### src/rtl/alu_exec_unit.sv
`timescale 1ns/1ps
// -----------------------------------------------------------------------------
// alu_exec_unit
//   Multi-cycle integer execute unit for the EX stage. Takes one op (4-bit
//   alu_control code plus two operands) over a valid/ready handshake. It
//   returns the result, a zero flag and an illegal-code flag over a second
//   valid/ready handshake. By default shifts run serially, one bit per cycle.
//   Every other op completes in a single cycle.
//
//   Build option: define FAST_SHIFT_EN to replace the serial shifter with a
//   barrel shifter. Shifts then complete in one cycle. The SHIFT state and
//   the shift counter are not built. Results are identical in both builds.
//
// Ports
//   clk          rising-edge clock
//   rst          synchronous, active-high reset
//   flush        synchronous abort of any in-flight op (overrides an accept)
//   in_valid     op request valid
//   in_ready     unit can accept an op (IDLE only)
//   in_ctrl      alu_control code
//   in_a, in_b   operands; shift amount = in_b[SHAMT_W-1:0]
//   out_valid    result valid; held until out_ready
//   out_ready    downstream accepts result
//   out_result   result
//   out_zero     out_result == 0, qualified by out_valid
//   out_illegal  in_ctrl was undefined, qualified by out_valid
//   busy         unit is not IDLE
// -----------------------------------------------------------------------------
module alu_exec_unit #(
  parameter int XLEN    = 32,
  parameter int SHAMT_W = $clog2(XLEN)
) (
  input  logic            clk,
  input  logic            rst,
  input  logic            flush,
  input  logic            in_valid,
  output logic            in_ready,
  input  logic [3:0]      in_ctrl,
  input  logic [XLEN-1:0] in_a,
  input  logic [XLEN-1:0] in_b,
  output logic            out_valid,
  input  logic            out_ready,
  output logic [XLEN-1:0] out_result,
  output logic            out_zero,
  output logic            out_illegal,
  output logic            busy
);

  localparam logic [3:0] OP_AND  = 4'b0000;
  localparam logic [3:0] OP_OR   = 4'b0001;
  localparam logic [3:0] OP_ADD  = 4'b0010;
  localparam logic [3:0] OP_SUB  = 4'b0110;
  localparam logic [3:0] OP_SLT  = 4'b0111;
  localparam logic [3:0] OP_XOR  = 4'b1000;
  localparam logic [3:0] OP_SLL  = 4'b1001;
  localparam logic [3:0] OP_SRL  = 4'b1010;
  localparam logic [3:0] OP_SRA  = 4'b1011;
  localparam logic [3:0] OP_SLTU = 4'b1100;

  typedef enum logic [1:0] {
    S_IDLE  = 2'd0,
`ifndef FAST_SHIFT_EN
    S_SHIFT = 2'd1,
`endif
    S_DONE  = 2'd2
  } state_t;

  state_t            state_q, state_d;
  logic [XLEN-1:0]   result_q;
  logic              illegal_q;

  // Single-cycle evaluation. Returns {illegal, result}. In the serial build
  // this is only reached by a shift when shamt==0, so a shift returns in_a.
  function automatic logic [XLEN:0] alu_eval(input logic [3:0]      c,
                                             input logic [XLEN-1:0] a,
                                             input logic [XLEN-1:0] b);
    logic [XLEN-1:0] r;
    logic            ill;
    r   = '0;
    ill = 1'b0;
    case (c)
      OP_AND:  r = a & b;
      OP_OR:   r = a | b;
      OP_XOR:  r = a ^ b;
      OP_ADD:  r = a + b;
      OP_SUB:  r = a - b;
      OP_SLT:  r = {{(XLEN-1){1'b0}}, ($signed(a) < $signed(b))};
      OP_SLTU: r = {{(XLEN-1){1'b0}}, (a < b)};
`ifdef FAST_SHIFT_EN
      OP_SLL:  r = a << b[SHAMT_W-1:0];
      OP_SRL:  r = a >> b[SHAMT_W-1:0];
      OP_SRA:  r = $unsigned($signed(a) >>> b[SHAMT_W-1:0]);
`else
      OP_SLL, OP_SRL, OP_SRA: r = a;
`endif
      default: ill = 1'b1;
    endcase
    return {ill, r};
  endfunction

`ifndef FAST_SHIFT_EN
  logic [3:0]         ctrl_q;
  logic [SHAMT_W-1:0] cnt_q;
  logic [SHAMT_W-1:0] shamt_in;
  logic               start_serial;

  assign shamt_in     = in_b[SHAMT_W-1:0];
  assign start_serial = (in_ctrl == OP_SLL || in_ctrl == OP_SRL || in_ctrl == OP_SRA)
                        && (shamt_in != '0);

  // One-bit shift step for the serial shifter.
  function automatic logic [XLEN-1:0] shift_step(input logic [3:0]      c,
                                                 input logic [XLEN-1:0] v);
    case (c)
      OP_SLL:  return {v[XLEN-2:0], 1'b0};
      OP_SRA:  return {v[XLEN-1], v[XLEN-1:1]};
      default: return {1'b0, v[XLEN-1:1]};
    endcase
  endfunction
`endif

  // State register
  // NOTE: all clocked state uses non-blocking assignments so that every
  // always_ff block reads the pre-edge values, whatever order the blocks
  // are evaluated in.
  always_ff @(posedge clk) begin
    if (rst) state_q <= S_IDLE;
    else     state_q <= state_d;
  end

  // Next-state logic
  // NOTE: state_d takes a default before the case statement. Every path then
  // assigns it, so no latch is inferred.
  always_comb begin
    state_d = state_q;
    case (state_q)
      S_IDLE: begin
        if (in_valid) begin
`ifndef FAST_SHIFT_EN
          if (start_serial) state_d = S_SHIFT;
          else
`endif
          state_d = S_DONE;
        end
      end
`ifndef FAST_SHIFT_EN
      S_SHIFT: if (cnt_q == SHAMT_W'(1)) state_d = S_DONE;
`endif
      S_DONE:  if (out_ready) state_d = S_IDLE;
      default: state_d = S_IDLE;
    endcase
    // A flush aborts the in-flight op. It also wins over a same-cycle accept.
    if (flush) state_d = S_IDLE;
  end

  // Datapath registers. They are reset because out_result is architecturally
  // visible and must read 0 after reset.
  always_ff @(posedge clk) begin
    if (rst) begin
      result_q  <= '0;
      illegal_q <= 1'b0;
`ifndef FAST_SHIFT_EN
      ctrl_q    <= '0;
      cnt_q     <= '0;
`endif
    end else if (!flush) begin
      case (state_q)
        S_IDLE: begin
          if (in_valid) begin
`ifndef FAST_SHIFT_EN
            ctrl_q <= in_ctrl;
            if (start_serial) begin
              result_q  <= in_a;
              illegal_q <= 1'b0;
              cnt_q     <= shamt_in;
            end else
`endif
            begin
              {illegal_q, result_q} <= alu_eval(in_ctrl, in_a, in_b);
            end
          end
        end
`ifndef FAST_SHIFT_EN
        S_SHIFT: begin
          result_q <= shift_step(ctrl_q, result_q);
          cnt_q    <= cnt_q - 1'b1;
        end
`endif
        default: ;
      endcase
    end
  end

  // Output logic
  always_comb begin
    in_ready    = (state_q == S_IDLE);
    out_valid   = (state_q == S_DONE);
    busy        = (state_q != S_IDLE);
    out_result  = result_q;
    out_zero    = (state_q == S_DONE) && (result_q == '0);
    out_illegal = (state_q == S_DONE) && illegal_q;
  end

endmodule
### config.mk
export PLATFORM = sky130hd
export DESIGN_NAME = alu_exec_unit
export DESIGN_NICKNAME = d
export VERILOG_FILES = /design/src/rtl/alu_exec_unit.sv
export SDC_FILE = /design/constraint.sdc
export NUM_CORES = 1
export LEC_CHECK = 0
export ABC_CLOCK_PERIOD_IN_PS = 7600
export BUFFER_PORTS_ARGS = -buffer_cell sky130_fd_sc_hd__buf_2
export CAP_MARGIN = 10
export CORE_MARGIN = 5
export CORE_UTILIZATION = 30
export CTS_BUF_LIST = sky130_fd_sc_hd__clkbuf_8
export DETAILED_ROUTE_END_ITERATION = 6
export HOLD_SLACK_MARGIN = 0.03
export PLACE_DENSITY = 0.58
export SLEW_MARGIN = 20
export SYNTH_ARGS = -nofsm -noshare
export SYNTH_HDL_FRONTEND = slang
export SYNTH_SLANG_ARGS = --single-unit
### constraint.sdc
create_clock -name clk -period 7.6 [get_ports clk]
set_input_delay 0.38 -clock clk [delete_from_list [all_inputs] [get_ports clk]]
set_output_delay 0.38 -clock clk [all_outputs]
set_load 0.1 [all_outputs]
Word-level counts from Yosys, hierarchy flattened:

Index checks and enable logic that the tools add are counted.

* add/sub/neg operators: 3
* magnitude comparators: 2
* equal/unequal tests: 19
* mux-type cells: 15
* bitwise logic cells: 4
* reductions and logical operators: 19

Operator list (count)
* one-hot mux 32 bit (8 select lines): 1
* one-hot mux 32 bit (2 select lines): 2
* less-than comparator 32 bit: 2
* two-way mux 32 bit: 2
* adder 32 bit: 1
* AND 32 bit: 1
* logical NOT 32 bit: 1
* bitwise OR 32 bit: 1
* subtractor 32 bit: 1
* bitwise XOR 32 bit: 1
* == test 4 bit, second input constant: 7
* two-way mux 5 bit: 2
* one-hot mux 5 bit (2 select lines): 1
* OR reduction 10 bit: 1
* AND reduction 3 bit: 3
* == test 4 x 3 -> 1 bit, second input constant: 2
* two-way mux 2 bit: 4
* AND reduction 4 bit: 2
* != test 2 bit, second input constant: 3
* one-hot mux 2 bit (3 select lines): 1
* == test 5 x 1 -> 1 bit, second input constant: 1
* nonzero test 5 bit: 1
* subtractor 5 x 1 -> 5 bit, second input constant: 1
* == test 4 x 1 -> 1 bit, second input constant: 1
* other kinds (13): 19

* register bits: 44
* input bits: 73
* output and inout port bits: 37
* logic and storage cells: 68

Logic depth before layout (Yosys ltp):

* depth in word-level cells: 7
* mapped depth: 13
* depth with buffers taken out: 13

Worst setup path after synthesis:

Ideal clock, no wire load.

* kind: flip-flop to output port
* start point: reg result_q[29] (netlist: out_result[29])
* end point: out out_zero
* arrival time: 4.174 ns
* data required time: 7.220 ns
* setup slack: 3.046 ns
* stages on the path, launching flop included: 3
* buffers on the path: 0
* path through: dfxtp_1 or4_1 nor4_1

* longest elaborated chain between the ends: 2

Ends and longest elaborated chain
* from (decl): RTL line 69 `logic [XLEN-1:0] result_q;`
* from (signal assigned): RTL line 173 `result_q <= in_a;`
* from (signal assigned): RTL line 179 `{illegal_q, result_q} <= alu_eval(in_ctrl, in_a, in_b);`
* from (signal assigned): RTL line 185 `result_q <= shift_step(ctrl_q, result_q);`
* logical NOT 32 bit: RTL line 200 `out_zero = (state_q == S_DONE) && (result_q == '0);`
* logical AND 1 bit: RTL line 200
* to (decl): RTL line 44 `output logic out_zero,`

No other way between the ends.

Final worst setup path:

* start point: in in_a[1]
* end point: reg result_q[19] (netlist: out_result[19])

* longest elaborated chain between the ends: 5
* elaborated cells on any way between the ends: 6
* classes of those cells: add/sub: 2; mux: 4

Ends and longest elaborated chain
* from (decl): RTL line 39 `input logic [XLEN-1:0] in_a,`
* subtractor 32 bit / adder 32 bit (equally long branches): RTL line 86, 85
* one-hot mux 32 bit (8 select lines) *: RTL line 81 `case (c)`
* two-way mux 32 bit *: RTL line 172 `if (start_serial) begin`
* two-way mux 32 bit *: RTL line 169 `if (in_valid) begin`
* one-hot mux 32 bit (2 select lines) *: RTL line 167 `case (state_q)`

Mark *: on every way between the ends. The rest lies on a longest branch, timed or not. The select of a mux whose other input is x is not followed.
A chain may end at the register's enable or synchronous reset.

==> key figures <==
Outcome
  • Status: finished clean

Placed design
  • DP Wirelength: 23.0 mm
  • Post-DP Area: 8410 um^2
  • Gpl congestion: 0.955
  • I/O Buffers: 109

Floorplanning
  • Die ar.: 28,700 um^2
  • Die Span Y: 169 um
  • # IOs: 110
  • FP Rows: 58
  • DIE WIDTH: 169 um
  • Initial core utilization: 30.4%
  • CORE AREA: 25,100 um^2

Logic synthesis
  • Number of synthesized register bits: 44
  • Commonest cells in the netlist: nor2_1 (132), nand2_1 (131), a21oi_1 (119), ha_1 (101), inv_1 (89)
  • Top cell type's share of synthesized area: 16.6%
  • Number of distinct library cells after synthesis: 67
  • Post-synthesis adder-cell area fraction: 17.1%
  • Post-Syn Nets: 1,341
  • Top-count cell post-synth: nor2_1
  • Post-Synth Simple-Gate Area: 24.5%
  • Synth async-reset ratio: 0%
  • Gate Count Post-Synth: 1,165
  • Number of synthesized flops with an enable pin: 0
  • Post-synthesis area per instance: 6.54 um^2
  • Register area share after synthesis: 11.6%
  • Portion of netlist area occupied by mux cells: 2.46%
  • Post-synthesis compound-gate area fraction: 33.1%
  • Top post-synthesis cells by area: ha_1 (17%), dfxtp_1 (12%), a21oi_1 (7.8%)
  • Syn. warnings: 0
  • Most used flip-flop cell after synthesis: dfxtp_1
  • Post-synthesis xor/xnor area fraction: 2.30%
  • Main combinational cell family by area after synthesis: compound AO/OA/AOI/OAI gates
  • Leading area contributor after synthesis: ha_1
  • Synthesized area: 7620 um^2

Critical path
  • Critical path type: in2reg
  • Critical path, cell by cell: buf_2 > inv_1 > ha_1 > a211oi_1 > nor2_1 > a2111oi_0 > o41ai_1 > a311oi_1 > nor2_1 > a31oi_1 > mux2_1 > nand2_1
  • Data required, critical path: 7.86 ns
  • Slowest cell on crit path: a2111oi_0
  • Crit Path Max Fanout: 5
  • Critical Path AT: 3.67 ns
  • Critical path's largest stage delay: 0.78 ns
  • Critical Path End Type: register
  • Critical path launch point type: input pin
  • Crit-path most repeated cell: nor2_1

Routing
  • Drt first pass iters: 5
  • Post-DRT Antenna Nets: 0
  • Final wirelength: 30.2 mm
  • 1st-iter DRT viols: 1,002
  • Routed vias/inst: 5.74
  • Post-DR wirelength/cell: 19.5 um
  • Total number of vias: 8,877
  • DRC Markers: 0

Timing
  • Layout Skew: 0.0132 ns
  • Fin. Hold Viols: 0
  • Setup TNS: 0 ns
  • Worst Max-Slew Pin Slew: 1.13 ns
  • Tmin final: 3.41 ns
  • Final period util: 44.8%
  • Worst rel slew slack: 24.9%
  • Final setup violation count: 0
  • Slew Viols, Final: 0
  • Max frequency: 293 MHz
  • RSZ-0062 raised after global routing: false

Final layout
  • Nets: 1,392
  • Fraction of layout cells with a size suffix above 1: 12.7%
  • Design Area, Final: 8520 um^2
  • Area Growth Syn to Fin: 11.8%
  • Diode count: 0
  • FILL cells: 2,852

GRT
  • Tot GR Track Use: 19.9%
  • Largest net degree at the start of global routing: 53
  • Vias in the first global route: 8,309
  • First-pass GRT wire length: 46.7 mm
  • GRT overflow: 0
  • Initial antenna violation count: 0

CTS
  • Clock latency on the worst-skew pair: 0.31 ns
  • Clk pin slew, worst setup/hold paths: 0.10 ns
  • Root Buffer: clkbuf_8
  • CTS buffer count: 5
  • PostCTS Resize Cnt: 0
  • Post-CTS setup buffers: 0
  • Hold_buf cts: 0
  • Sink Count: 44
  • Clk buf depth: 2
  • Htree depth: 2
  • CTS tree: built

Worst hold path
  • Worst hold path class: in2reg

Pwr
  • Leakage power: 3.72 nW
  • Peak supply drop: 69.8 uV
  • PD cells: 121 nW/um^2

Run
  • Max-Cap Viols: 0
==> path summary, 6_finish.rpt <==
| kind | slack (ns) | startpoint | depth (start not counted) | endpoint |
|---|---|---|---|---|
| min | 0.36 | in_valid | 2 | state_q[0] |
| max | 4.19 | in_a[1] | 12 | out_result[19] |
| min reg2reg | 0.46 | ctrl_q[3] | 2 | ctrl_q[3] |
| max reg2reg | 4.85 | state_q[0] | 8 | out_result[27] |
==> critical path: cells and delay by family <==
family	cells	cell delay, ns
multiplexers	1	0.35
adder cells (fa/ha/maj)	1	0.34
buffers and inverters	2	0.24
AND/OR/NAND/NOR	3	0.24
AO/OA/AOI/OAI	5	2.11
==> report_power, final <==
part           total [mW]  switching [mW]  internal (mW)
combinational       0.577           0.401          0.176
sequential          0.266          0.0222          0.244
clock               0.191          0.0935         0.0975
total                1.03           0.517          0.518
==> state kept, by name (all words and copies together), names as in the netlist <==
| register | count |
|---|---|
| state_q | 2 |
| cnt_q | 5 |
| illegal_q | 1 |
| out_result | 32 |
| ctrl_q | 4 |
==> cell usage in the layout, fill, tap and decap left out, types with 5 or more instances in the layout <==
cell type	n
nand2_1	131
nor2_1	131
a21oi_1	119
buf_2	109
ha_1	101
inv_1	89
o21ai_0	62
dfxtp_1	44
nand3_1	40
nor3_1	29
a221oi_1	25
o21ai_1	23
a211oi_1	20
nor4_1	15
a31oi_1	15
o211ai_1	15
xnor2_1	15
a22oi_1	14
o31ai_1	13
o21bai_1	13
buf_4	13
mux2i_1	12
nand4_1	11
inv_2	11
nand2b_1	9
a21o_1	9
nor2b_1	8
o22ai_1	8
or3_1	7
o2111ai_1	6
mux2_1	6
a221o_1	5
a2111oi_0	5
nor3b_1	5
o21a_1	5
xor2_1	5
clkbuf_8	5
==> cell type report <==
type	instances	area [um^2]	share of cell area, %
multi-input combinational	943	6100	71.6
clock inverter	3	42.5	0.499
clock buffer	5	68.8	0.808
inverter	100	375	4.40
sequential	44	881	10.3
timing repair buffer	122	643	7.55
tap	330	413	4.85
==> kinds of logic after synthesis <==
family	Yosys count
compound gates	391
xor+xnor	20
fa+ha+maj	103
buf+inv	178
flops	44
mux	18
simple gates	411
==> stage by stage <==
step	hold WS, ns	instances	worst slack, ns	total power, mW	utilization [%]
detailed placement	0.454	1539	3.92	0.838	33.5
global placement	0.444	1538	3.94	0.834	33.5
finish	0.356	1547	4.19	1.03	33.9
floorplan	0.436	1165	3.05	0.675	-
CTS	0.355	1547	4.24	1.03	33.9
global route	0.359	1547	3.89	1.09	33.9
==> per-layer routing <==
metal,share of wire [%],up-vias,track usage (%)
met4,2.2,0,4.20
li1,-,4273,-
met2,45,374,32.0
met3,8.1,49,3.52
met5,0,-,0
met1,45,4181,28.1
Note: power is estimated with default switching activity, not from simulation.
